`src/rtl/systolic_feed_ctrl.sv`:
```
// Load/feed sequencer for a bank of DIM row shift FIFOs that drive a systolic array.
// Steers a row-major DIM x DIM operand stream into the row FIFOs, then drains them with diagonal skew.
module systolic_feed_ctrl #(
    parameter int DIM  = 8,
    parameter int BITS = 8
) (
    input  logic            clk,
    input  logic            rst_n,
    input  logic            start,
    input  logic            wr_valid,
    input  logic [BITS-1:0] wr_data,
    output logic            wr_ready,
    output logic [DIM-1:0]  fifo_en,
    output logic [BITS-1:0] fifo_d,
    output logic            busy,
    output logic            done
);

    localparam int CW = $clog2(DIM);
    localparam int FW = $clog2(2 * DIM);

    localparam logic [1:0] ST_IDLE = 2'd0;
    localparam logic [1:0] ST_LOAD = 2'd1;
    localparam logic [1:0] ST_FEED = 2'd2;
    localparam logic [1:0] ST_DONE = 2'd3;

    localparam logic [CW-1:0] CNT_LAST  = CW'(DIM - 1);
    localparam logic [FW-1:0] FEED_LAST = FW'(2 * DIM - 2);
    localparam logic [DIM-1:0] ROW0_SEL = {{(DIM-1){1'b0}}, 1'b1};

    logic [1:0]    state;
    logic [1:0]    state_nxt;
    logic [CW-1:0] row_cnt;
    logic [CW-1:0] col_cnt;
    logic [FW-1:0] feed_cnt;

    logic accept;
    logic col_last;
    logic last_word;
    logic feed_last;

    assign accept    = (state == ST_LOAD) && wr_valid;
    assign col_last  = (col_cnt == CNT_LAST);
    assign last_word = accept && col_last && (row_cnt == CNT_LAST);
    assign feed_last = (state == ST_FEED) && (feed_cnt == FEED_LAST);

    // NOTE: every output is assigned a default first so no path can leave one unassigned and infer a latch.
    always_comb begin
        state_nxt = state;
        case (state)
            ST_IDLE: if (start)     state_nxt = ST_LOAD;
            ST_LOAD: if (last_word) state_nxt = ST_FEED;
            ST_FEED: if (feed_last) state_nxt = ST_DONE;
            ST_DONE:                state_nxt = ST_IDLE;
            default:                state_nxt = ST_IDLE;
        endcase
    end

    // NOTE: sequential state uses non-blocking assignments so all registers update from pre-edge values.
    always_ff @(posedge clk or negedge rst_n) begin
        if (!rst_n) begin
            state    <= ST_IDLE;
            row_cnt  <= '0;
            col_cnt  <= '0;
            feed_cnt <= '0;
        end else begin
            state <= state_nxt;

            // DIM is a power of two, so the column and row counters wrap naturally at DIM-1.
            if (accept) begin
                col_cnt <= col_cnt + 1'b1;
                if (col_last)
                    row_cnt <= row_cnt + 1'b1;
            end

            if (state == ST_FEED && !feed_last)
                feed_cnt <= feed_cnt + 1'b1;
            else
                feed_cnt <= '0;
        end
    end

    always_comb begin
        wr_ready = 1'b0;
        fifo_en  = '0;
        fifo_d   = '0;
        busy     = 1'b0;
        done     = 1'b0;
        case (state)
            ST_LOAD: begin
                wr_ready = 1'b1;
                busy     = 1'b1;
                if (wr_valid) begin
                    fifo_en = ROW0_SEL << row_cnt;
                    fifo_d  = wr_data;
                end
            end
            ST_FEED: begin
                busy = 1'b1;
                // Row r shifts during the DIM-cycle window starting r cycles after row 0.
                for (int r = 0; r < DIM; r++)
                    fifo_en[r] = (int'(feed_cnt) >= r) && (int'(feed_cnt) <= r + DIM - 1);
            end
            ST_DONE: done = 1'b1;
            default: ;
        endcase
    end

endmodule

```
`config.mk`:
```
export PLATFORM = sky130hd
export DESIGN_NAME = systolic_feed_ctrl
export DESIGN_NICKNAME = d
export VERILOG_FILES = /design/src/rtl/systolic_feed_ctrl.sv
export SDC_FILE = /design/constraint.sdc
export NUM_CORES = 1
export LEC_CHECK = 0
export ABC_AREA = 1
export ABC_CLOCK_PERIOD_IN_PS = 1700
export BUFFER_PORTS_ARGS = -buffer_cell sky130_fd_sc_hd__clkbuf_2
export CAP_MARGIN = 30
export CORE_MARGIN = 1
export CORE_UTILIZATION = 45
export DETAILED_ROUTE_END_ITERATION = 8
export PLACE_DENSITY = 0.7
export REMOVE_ABC_BUFFERS = 1
export SLEW_MARGIN = 20
export SYNTH_ARGS = -nofsm -noshare
export SYNTH_HDL_FRONTEND = slang
export SYNTH_SLANG_ARGS = --single-unit
```
`constraint.sdc`:
```
create_clock -name clk -period 1.7 [get_ports clk]
set_input_delay 0.255 -clock clk [delete_from_list [all_inputs] [get_ports clk]]
set_output_delay 0.255 -clock clk [all_outputs]
set_load 0.02 [all_outputs]
```
# After elaboration in Yosys (flattened, before gate mapping)
# Index checks and enable logic that the tools add are counted.
op_classes:
  add_sub_neg: 3
  n_lt_le_gt_ge: 15
  n_reduce_logical: 17
  mux: 12
  eq_ne: 9
  n_shift: 1
ops:
  columns: ["op", "count"]
  rows:
  - ["$le 4x4->1 const B", 7]
  - ["$mux 8", 3]
  - ["$ge 4x3->1 const B", 4]
  - ["$pmux 8 s2", 1]
  - ["$logic_and 1x1->1", 12]
  - ["$ge 4x2->1 const B", 2]
  - ["$pmux 2 s4", 1]
  - ["$shl 1x3->8 const A", 1]
  - ["$add 3x1->3 const B", 2]
  - ["$eq 3x3->1 const B", 2]
  - ["$mux 2", 3]
  - ["$ne 2x2->1 const B", 3]
  - ["$add 4x1->4 const B", 1]
  - ["$eq 2x2->1 const B", 2]
  - ["$eq 4x4->1 const B", 1]
  - ["$ge 4x1->1 const B", 1]
  - ["$le 4x3->1 const B", 1]
  - ["$mux 4", 1]
  - ["$mux 1", 3]
  - ["$reduce_and 3->1", 1]
  - ["$eq 2x1->1 const B", 1]
  - ["$logic_not 2->1", 1]
  - ["$reduce_and 2->1", 1]
  - ["$reduce_or 2->1", 1]
  - ["$logic_not 1->1", 1]
word_totals:
  reg_bits: 12
  out_inout_bits: 19
  in_bits: 12
  word_cells: 61

# Depth between registers and ports, before layout
# Gate-level depths: netlist (run 1).
logic_depth:
  word_depth: 6
  ltp_mapped: 8
  mapped_depth_nobuf: 8

# Worst setup path after synthesis (run 1)
# Ideal clock, no wire load.
synth_timing:
  path_kind: "reg2out"
  from: "register state[1]"
  to: "output fifo_en[5]"
  path_stages_with_launch: 7
  t_required_ns: 1.445
  slack_ns: -0.103
  n_path_buf: 0
  arrival_time_ns: 1.548
  cell_sequence: "dfrtp_1 -> inv_1 -> ha_1 -> nand2_1 -> nor2_1 -> nand2_1 -> a21oi_1"
synth_between:
  elab_chain_cells: 2
  elab_cells_between_ends: 3
  cone_classes: "2 x eq/ne; 1 x mux"
synth_rtl:
  columns: ["element", "line_no", "rtl"]
  rows:
  - ["from (decl)", "31", "logic [1:0] state;"]
  - ["from (signal assigned)", "67", "state <= state_nxt;"]
  - ["$eq 2x2->1 or $eq 2x1->1 (tied branches)", "89", "case (state)"]
  - ["$pmux 8 s2 (*)", "89", null]
  - ["to (decl)", "13", "output logic [DIM-1:0] fifo_en,"]
# Mark *: on every way between the ends. The rest lies on a longest branch, timed or not.

# Final worst setup path (run 1)
layout_timing:
  from: "register feed_cnt[2]"
  to: "output fifo_en[3]"
layout_between:
  elab_chain_cells: 3
  elab_cells_between_ends: 4
  cone_classes: "2 x order compare; 1 x mux; 1 x reduce/logical"
layout_rtl:
  columns: ["element", "line_no", "rtl"]
  rows:
  - ["from (decl)", "35", "logic [FW-1:0] feed_cnt;"]
  - ["from (signal assigned)", "77", "feed_cnt <= feed_cnt + 1'b1;"]
  - ["$ge 4x2->1 or $le 4x4->1 (tied branches)", "102", "fifo_en[r] = (int'(feed_cnt) >= r) && (int'(feed_cnt) <= r + DIM - 1);"]
  - ["$logic_and 1x1->1 (*)", "102", null]
  - ["$pmux 8 s2 (*)", "89", null]
# Marks and branches as above.

==> results of run 1 <==
==> power by group through the flow <==
stage | Sequential (mW) | Clock [mW] | Combinational [mW]
after floorplan | 0.482 | 0 | 0.830
final | 0.511 | 0.179 | 1.93
after detailed placement | 0.501 | 0 | 1.16
after global placement | 0.495 | 0 | 1.12
after CTS | 0.492 | 0.172 | 1.60
after global routing | 0.525 | 0.191 | 2.07
==> synth_stat cells (all sizes together) <==
library cell  count  area share
nand4             3       0.016
or2               1      0.0054
nand2            47        0.16
nand3             7       0.041
ha               23        0.25
xnor2             2       0.015
o21ai             4       0.017
dfrtp            12        0.26
xor2              1      0.0075
a21oi            14       0.060
clkbuf            1      0.0043
nor2             16       0.058
buf               1      0.0043
a22oi             1      0.0065
inv              30       0.097
==> final cells by class <==
type,count,area share
inverter,30,0.0697
timing repair buffer,58,0.243
sequential,12,0.158
tap,30,0.0194
clock buffer,3,0.0116
multi-input combinational,119,0.498
==> per-layer routing <==
| layer | up-vias | wire length [um] | track usage | share of wire |
|---|---|---|---|---|
| met5 | - | 0 | 0 | 0 |
| met3 | 15 | 127 | 0.0230 | 0.033 |
| met2 | 41 | 2010 | 0.451 | 0.52 |
| met1 | 603 | 1610 | 0.302 | 0.42 |
| li1 | 622 | - | - | - |
| met4 | 0 | 114 | 0.0877 | 0.029 |
==> per-stage QoR <==
stage                     hold WS [ns]  TNS [ns]  worst slack (ns)
after detailed placement         0.159         0            0.0428
after global placement           0.164         0            0.0814
after floorplan                -0.0406     -1.95            -0.269
final                            0.391    -0.955            -0.189
after global routing             0.440     -1.60            -0.215
after CTS                        0.414    -0.693            -0.119
==> cells by family (layout without fill, tap and decap cells) <==
kind of cell | Yosys count | count (layout) | synth area share
DFF | 12 | 12 | 0.258
adders and majority gates | 23 | 23 | 0.247
and+or+nand+nor | 74 | 74 | 0.283
buffers and inverters | 32 | 91 | 0.105
AOI/OAI and AO/OA | 19 | 19 | 0.0839
xor gates and xnor gates | 3 | 3 | 0.0226
==> registers in the layout, summed over array words and instances (netlist names) <==
name	count
feed_cnt	4
state	2
col_cnt	3
row_cnt	3
==> repair_timing <==
action                                  4_1_cts  5_1_grt
gates resized for setup                      48       71
buffers inserted                             16        5
endpoints found under the setup margin       16       16
endpoints found under the hold margin        12        0
hold buffers                                  1        0
pin swaps                                     6       14
==> final timing paths <==
check	from	to	depth (start not counted)	slack [ns]
max in group asynchronous	rst_n	feed_cnt[3]	2	1.05
worst min-delay path	rst_n	col_cnt[2]	2	0.39
worst max-delay path	feed_cnt[2]	fifo_en[3]	6	-0.19
worst max register to register	state[1]	state[0]	7	0.16
min in group clk	start	state[1]	5	0.41
worst min register to register	col_cnt[0]	col_cnt[0]	1	0.49
==> results.cfg, run 1 <==
[run_status]
status = finished with violations
violations = negative setup slack

[worst_hold_path]
hold_class = input port to async pin

[layout]
seqCellArea_um2 = 307
multi_input_area_um2 = 966
diodes = 0
final_common_cell = nand2_1
stdcell_count = 252
design_area_mm2 = 0.00194
final_cell_mix = 42 x nand2_1, 29 x buf_4, 17 x inv_1
nets = 259
n_fill_cell = 164
fin_util = 0.790
area_growth_pct = 66.6
drive_gt1_frac = 0.527

[setup_path]
critPathMaxStageDelay_ns = 0.43
path_class = flop to output pin
worstSetupEndpointType = output pin
path_delay_family = flip-flops
crit_buf_inv = 2
cp_cell_sequence = clkinv_4, ha_2, a21oi_1, nand2_1, a21oi_2, buf_6
slowest_stage = dfrtp_2
crit_path_max_fanout = 4
critPathLaunchType = flop
required_ns = 1.44
cp_data_arrival_time_ns = 1.63

[pwr]
share_seq_of_total_power = 0.195
p_leak_nw = 0.937
vdd_ir_drop_max_mv = 1.38
power_per_cell_area_mw_per_mm2 = 1350
p_int_mw = 1.32
finalPower_mw = 2.62
netSwitchingFraction = 0.495
p_switching_mw = 1.30
combPwrFrac = 0.737
power_frac_clock = 0.068

[yosys]
avgSynthCellArea_um2 = 7.14
synth-seq-cells = 12
yosys_warnings = 0
ys_seq_area_frac = 0.258
synth_cell_types = 20
syn_inst = 163
netlist_area_mm2 = 0.00116

[place]
placed_cells = 227
place_area_mm2 = 0.00139
dp_hpwl_mm = 2.10
io_buffers = 30
gp_congestion = 0.854

[detailed_routing]
vias = 1281
drtIter0Drc = 36
drt_pass1_iterations = 4
wl_per_cell_um = 15.4
drc = 0
routed_wirelength_mm = 3.87
via_per_inst = 5.08
ant_nets = 0

[clocking]
clk_latency_ns = 0.28
cts.clk_slew.worst_paths_ns = 0.08
cts_tree = done
cts_max_level = 1
cts_root_buf = clkbuf_4
cts_made_buffers = 3
numClockSinks = 12
clock_path_buffers = 2

[die]
die_w_um = 52.9
core_area_mm2 = 0.00245
row_count = 18
dieArea_mm2 = 0.00279
io_pins = 31
start_util = 0.474
die_y_um = 52.9

[timing]
rsz0062_at_grt = true
setup_viol = 13
finalHoldViolCount = 0
max_freq_mhz = 530
fin_worst_skew_ns = 0.00878
finalCritPeriodShare = 1.11
tightest_slew_ns = 0.307
worst_slack_ns = -0.189
slew_headroom = 0.795
drv_slew = 0
finalCriticalPeriod_ns = 1.89

[run]
max-cap-violations = 0

[global_routing]
grt.overflow.total = 0
grt_max_degree = 13
grt_usage = 0.249
grt_pass1_wl_mm = 5.06
grt_pass1_vias = 1186
antenna_found_initial = 0
Note: power is estimated with default switching activity, not from simulation.
==> run 2, diff against run 1 <==
--- a/config.mk
+++ b/config.mk
@@ -5,7 +5,6 @@
 export SDC_FILE = /design/constraint.sdc
 export NUM_CORES = 1
 export LEC_CHECK = 0
-export ABC_AREA = 1
 export ABC_CLOCK_PERIOD_IN_PS = 1700
 export BUFFER_PORTS_ARGS = -buffer_cell sky130_fd_sc_hd__clkbuf_2
 export CAP_MARGIN = 30
==> results.cfg, run 2 <==
[run_status]
status = finished with violations
violations = negative setup slack

[global_routing]
grt_max_degree = 13
grt.overflow.total = 0
grt_pass1_wl_mm = 5.11
grt_usage = 0.262
antenna_found_initial = 0
grt_pass1_vias = 1066

[setup_path]
path_class = flop to output pin
cp_data_arrival_time_ns = 1.74
critPathLaunchType = flop
startpoint = feed_cnt[2]
worstSetupEndpointType = output pin
critPathMaxStageDelay_ns = 0.46
r2r-start = state[1]
cp_cell_sequence = buf_6, ha_2, nand2_2, nand2_1, a32oi_1, nor2b_1, buf_4
required_ns = 1.44
crit_path_max_fanout = 4
slowest_stage = dfrtp_2

[timing]
holdWs_ns = 0.409
rsz0062_at_grt = true
slew_headroom = 0.773
max_freq_mhz = 501
drv_slew = 0
tightest_slew_ns = 0.340
finalCriticalPeriod_ns = 2.00
worst_slack_ns = -0.298
setup_viol = 9
fin_worst_skew_ns = 0.00766
finalHoldViolCount = 0
finalCritPeriodShare = 1.18

[detailed_routing]
drt_pass1_iterations = 4
via_per_inst = 5.49
drtIter0Drc = 46
drc = 0
routed.top_layer = met4
routed_wirelength_mm = 3.48
met3_length_um = 137
wl_per_cell_um = 16.7
ant_nets = 0
met1Wirelength_mm = 1.50
dr_wl_met2_mm = 1.74
vias = 1141

[yosys]
netlist_area_mm2 = 0.00114
synth_top_area_frac = 0.264
synth_common_cells = 23 x ha_1, 16 x nand2_1, 12 x dfrtp_1
dominantRegCellSynth = dfrtp_1
yosys_warnings = 0
async_flop_share = 1.00
synth_edf_count = 0
synth_cell_types = 30
yosys.area.top_type = dfrtp_1
syn_inst = 127
ys_seq_area_frac = 0.264
synth-seq-cells = 12
avgSynthCellArea_um2 = 8.95
synth_most_common_cell = ha_1
synth_area_leaders = dfrtp_1 26%, ha_1 25%, nand2_1 5.3%, and3_1 4.4%, inv_1 3.6%

[clocking]
clock_path_buffers = 2
numClockSinks = 12
cts_made_buffers = 3
cts_max_level = 1
cts_tree = done
clk_latency_ns = 0.27
cts_root_buf = clkbuf_4
cts.clk_slew.worst_paths_ns = 0.08

[layout]
nets = 217
fin_util = 0.776
area_growth_pct = 56.8
top_regs = feed_cnt: 4 flops, col_cnt: 3 flops, row_cnt: 3 flops
top_register = feed_cnt
diodes = 0
design_area_mm2 = 0.00178
largest_reg_flops = 4
final_common_cell = buf_4
drive_gt1_frac = 0.528
n_fill_cell = 142
final_cell_mix = 26 x buf_4, 14 x nand2_1, 13 x ha_1, 13 x clkbuf_2, 12 x buf_6

[die]
core_area_mm2 = 0.00230
die_y_um = 52.2
die_w_um = 52.2
dieArea_mm2 = 0.00273
row_count = 17
io_pins = 31
start_util = 0.495

[worst_hold_path]
hold_class = input port to async pin

[place]
gp_congestion = 0.952
dp_hpwl_mm = 2.26
place_area_mm2 = 0.00139
io_buffers = 30

[run]
max-cap-violations = 0

[pwr]
vdd_ir_drop_max_mv = 1.52
p_leak_nw = 0.853
power_per_cell_area_mw_per_mm2 = 1520
-- run 2: changes by cell type in the layout (fill, tap and decap cells not counted), sizes merged, moves of 3 or more --
| cell | delta |
|---|---|
| inv | -18 |
| nand2b | +4 |
| mux2 | +4 |
| nor2 | -11 |
| a21oi | -11 |
| nand3 | -4 |
| o21ai | +3 |
| and3 | +9 |
| and2 | +3 |
| a32oi | +4 |
| nor2b | +6 |
| nand2 | -31 |
-- run 2: metrics by stage --
| stage | worst slack (ns) | cells | TNS, ns | total power [mW] |
|---|---|---|---|---|
| finish | -0.298 | 208 | -1.58 | 2.71 |
| global route | -0.345 | 208 | -2.11 | 2.89 |
| CTS | -0.203 | 205 | -1.31 | 2.40 |
| detailed placement | -0.0577 | 192 | -0.142 | 1.88 |
| global placement | 0.00936 | 192 | 0 | 1.83 |
| floorplan | -0.314 | 123 | -1.31 | 1.41 |
-- run 2: layout make-up --
class / count / area, um2 / share of cell area
tap: 28 / 35.0 / 0.0197
timing repair buffer: 54 / 430 / 0.242
inverter: 11 / 46.3 / 0.0260
clock buffer: 3 / 22.5 / 0.0126
sequential: 12 / 305 / 0.171
multi-input combinational: 100 / 942 / 0.529
-- run 2: critical path: cells and delay by family (launching register included) --
family / cells / cell delay, ns
compound gates: 1 / 0.27
fa+ha+maj: 1 / 0.20
buf+inv: 2 / 0.30
flops: 1 / 0.46
simple gates: 3 / 0.24
-- run 2: cell families after synthesis --
kind of cell | synth area share
buffers and inverters | 0.0507
flip-flops | 0.264
adder cells (fa/ha/maj) | 0.253
AND/OR/NAND/NOR | 0.231
XOR/XNOR | 0.0231
multiplexers | 0.0518
AO/OA/AOI/OAI | 0.126
-- run 2: report_power, final --
group	switching, mW	internal (mW)	leakage (nW)	total (mW)
combinational	0.921	1.06	0.694	1.98
clock	0.0974	0.0820	0.0138	0.179
sequential	0.140	0.408	0.146	0.548
total	1.16	1.55	0.853	2.71
-- run 2: timing repair --
| action | in CTS | in global routing |
|---|---|---|
| pin swaps | 7 | 13 |
| hold buffers | 1 | 0 |
| endpoints found under the hold margin | 12 | 0 |
| setup endpoints to repair | 17 | 17 |
| gates resized for setup | 36 | 59 |
| buffers inserted | 9 | 3 |
-- run 2: path summary, 6_finish.rpt --
check                               to  slack [ns]  cells past startpoint
max                         fifo_en[7]       -0.30                      7
min                         row_cnt[1]        0.41                      2
max reg2reg                 row_cnt[1]        0.08                      7
min reg2reg                 col_cnt[2]        0.52                      1
max in group asynchronous  feed_cnt[3]        1.01                      2
min in group clk            col_cnt[0]        0.41                      3
-- run 2: per-layer routing --
metal | track usage | vias up
li1 | - | 537
met1 | 0.359 | 546
met2 | 0.412 | 46
met3 | 0.0348 | 12
met4 | 0.110 | 0
met5 | 0 | -
==> run 3, diff against run 2 <==
--- a/config.mk
+++ b/config.mk
@@ -10,8 +10,9 @@
 export CAP_MARGIN = 30
 export CORE_MARGIN = 1
 export CORE_UTILIZATION = 45
+export CTS_CLUSTER_SIZE = 14
 export DETAILED_ROUTE_END_ITERATION = 8
-export PLACE_DENSITY = 0.7
+export PLACE_DENSITY = 0.74
 export REMOVE_ABC_BUFFERS = 1
 export SLEW_MARGIN = 20
 export SYNTH_ARGS = -nofsm -noshare
==> results.cfg, run 3 (synthesis results as in run 2) <==
[run_status]
status = finished with violations
violations = negative setup slack

[timing]
rsz0062_at_grt = true
finalHoldViolCount = 0
drv_slew = 0
slew_headroom = 0.771
tightest_slew_ns = 0.343
finalCritPeriodShare = 1.16
fin_worst_skew_ns = 0.00782
finalCriticalPeriod_ns = 1.97
worst_slack_ns = -0.266
setup_viol = 15
max_freq_mhz = 509

[detailed_routing]
drt_pass1_iterations = 4
drtIter0Drc = 48
via_per_inst = 5.52
vias = 1165
drc = 0
routed_wirelength_mm = 3.59
ant_nets = 0
wl_per_cell_um = 17.0

[setup_path]
rrSetupSlack_ns = -0.20
startpoint = feed_cnt[2]
r2r_cells = 8
crit_path_max_fanout = 4
r2r-start = state[1]
worstSetupEndpointType = output pin
path_class = flop to output pin
cp_data_arrival_time_ns = 1.71
critPathLaunchType = flop
r2r-end = state[1]
required_ns = 1.44
cp-endpoint = fifo_en[6]

[global_routing]
antenna_found_initial = 0
grt.overflow.total = 0
grt_usage = 0.234
grt_pass1_vias = 1053
grt_max_degree = 13
grt_pass1_wl_mm = 4.63

[die]
die_y_um = 52.2
die_w_um = 52.2
io_pins = 31
row_count = 17
start_util = 0.495
core_area_mm2 = 0.00230
dieArea_mm2 = 0.00273

[pwr]
vdd_ir_drop_max_mv = 1.28
power_per_cell_area_mw_per_mm2 = 1590
finalPower_mw = 2.77
p_leak_nw = 0.855

[clocking]
cts_made_buffers = 3
clk_latency_ns = 0.27
cts_root_buf = clkbuf_4
cts_tree = done
cts_max_level = 1
numClockSinks = 12
cts.clk_slew.worst_paths_ns = 0.09
clock_path_buffers = 2

[layout]
largest_reg_flops = 4
drive_gt1_frac = 0.514
final_cell_mix = 25 x buf_4, 16 x clkbuf_2, 14 x nand2_1, 14 x ha_1, 10 x dfrtp_1
top_register = feed_cnt
stdcell_count = 211
design_area_mm2 = 0.00174
top_regs = feed_cnt: 4 flops, col_cnt: 3 flops, row_cnt: 3 flops
diodes = 0
fin_util = 0.757
final_common_cell = buf_4
nets = 219
area_growth_pct = 53.0

[place]
place_area_mm2 = 0.00140
gp_congestion = 0.885
dp_hpwl_mm = 2.11
io_buffers = 30
pre_cts_slack_ns = -0.0230
placed_cells = 193

[run]
max-cap-violations = 0

[worst_hold_path]
hold_class = input port to flop
-- run 3: worst min-delay path by stage --
stage                         from     endpoint  cells past startpoint
after floorplan              rst_n   col_cnt[0]                      0
after global placement       rst_n  feed_cnt[2]                      1
after detailed placement     rst_n  feed_cnt[2]                      1
after CTS                 wr_valid   col_cnt[0]                      3
after global routing      wr_valid   col_cnt[0]                      3
final                     wr_valid   col_cnt[0]                      3
-- run 3: routing by layer --
layer / share of wire / GRT usage
met1: 0.43 / 0.296
met2: 0.48 / 0.389
met3: 0.052 / 0.0232
met4: 0.039 / 0.127
met5: 0 / 0
-- run 3: layout make-up --
class / instances / area [um2]
inverters: 11 / 41.3
fillers: 133 / 559
clock buffers: 4 / 36.3
flip-flops and latches: 12 / 303
multi-input cells: 100 / 935
repair buffers: 56 / 388
well taps: 28 / 35.0
-- run 3: worst max-delay path: stages, from the launching register on --
cell      delay (ns)
dfrtp_1         0.41
buf_4           0.17
ha_2            0.22
inv_1           0.09
o311ai_1        0.27
o21ai_1         0.11
clkbuf_4        0.17
-- run 3: stage by stage --
| stage | hold WS, ns | setup TNS, ns |
|---|---|---|
| 2_1_floorplan | -0.0406 | -1.31 |
| 3_3_place_gp | 0.155 | -0.0144 |
| 3_5_place_dp | 0.170 | -0.0314 |
| 4_1_cts | 0.366 | -1.11 |
| 5_1_grt | 0.398 | -3.00 |
| 6_report | 0.372 | -2.04 |
-- run 3: repair_timing --
action	CTS	global route
gates resized for setup	39	31
buffers inserted	9	4
endpoints found under the setup margin	17	18
pin swaps	7	4
hold buffers	1	0
endpoints found under the hold margin	12	0
-- run 3: where the power goes --
group / switching, mW / internal, mW / leakage [nW] / total [mW]
registers: 0.120 / 0.405 / 0.149 / 0.525
clock network: 0.103 / 0.130 / 0.0210 / 0.233
logic: 0.994 / 1.02 / 0.686 / 2.01
total: 1.22 / 1.55 / 0.855 / 2.77
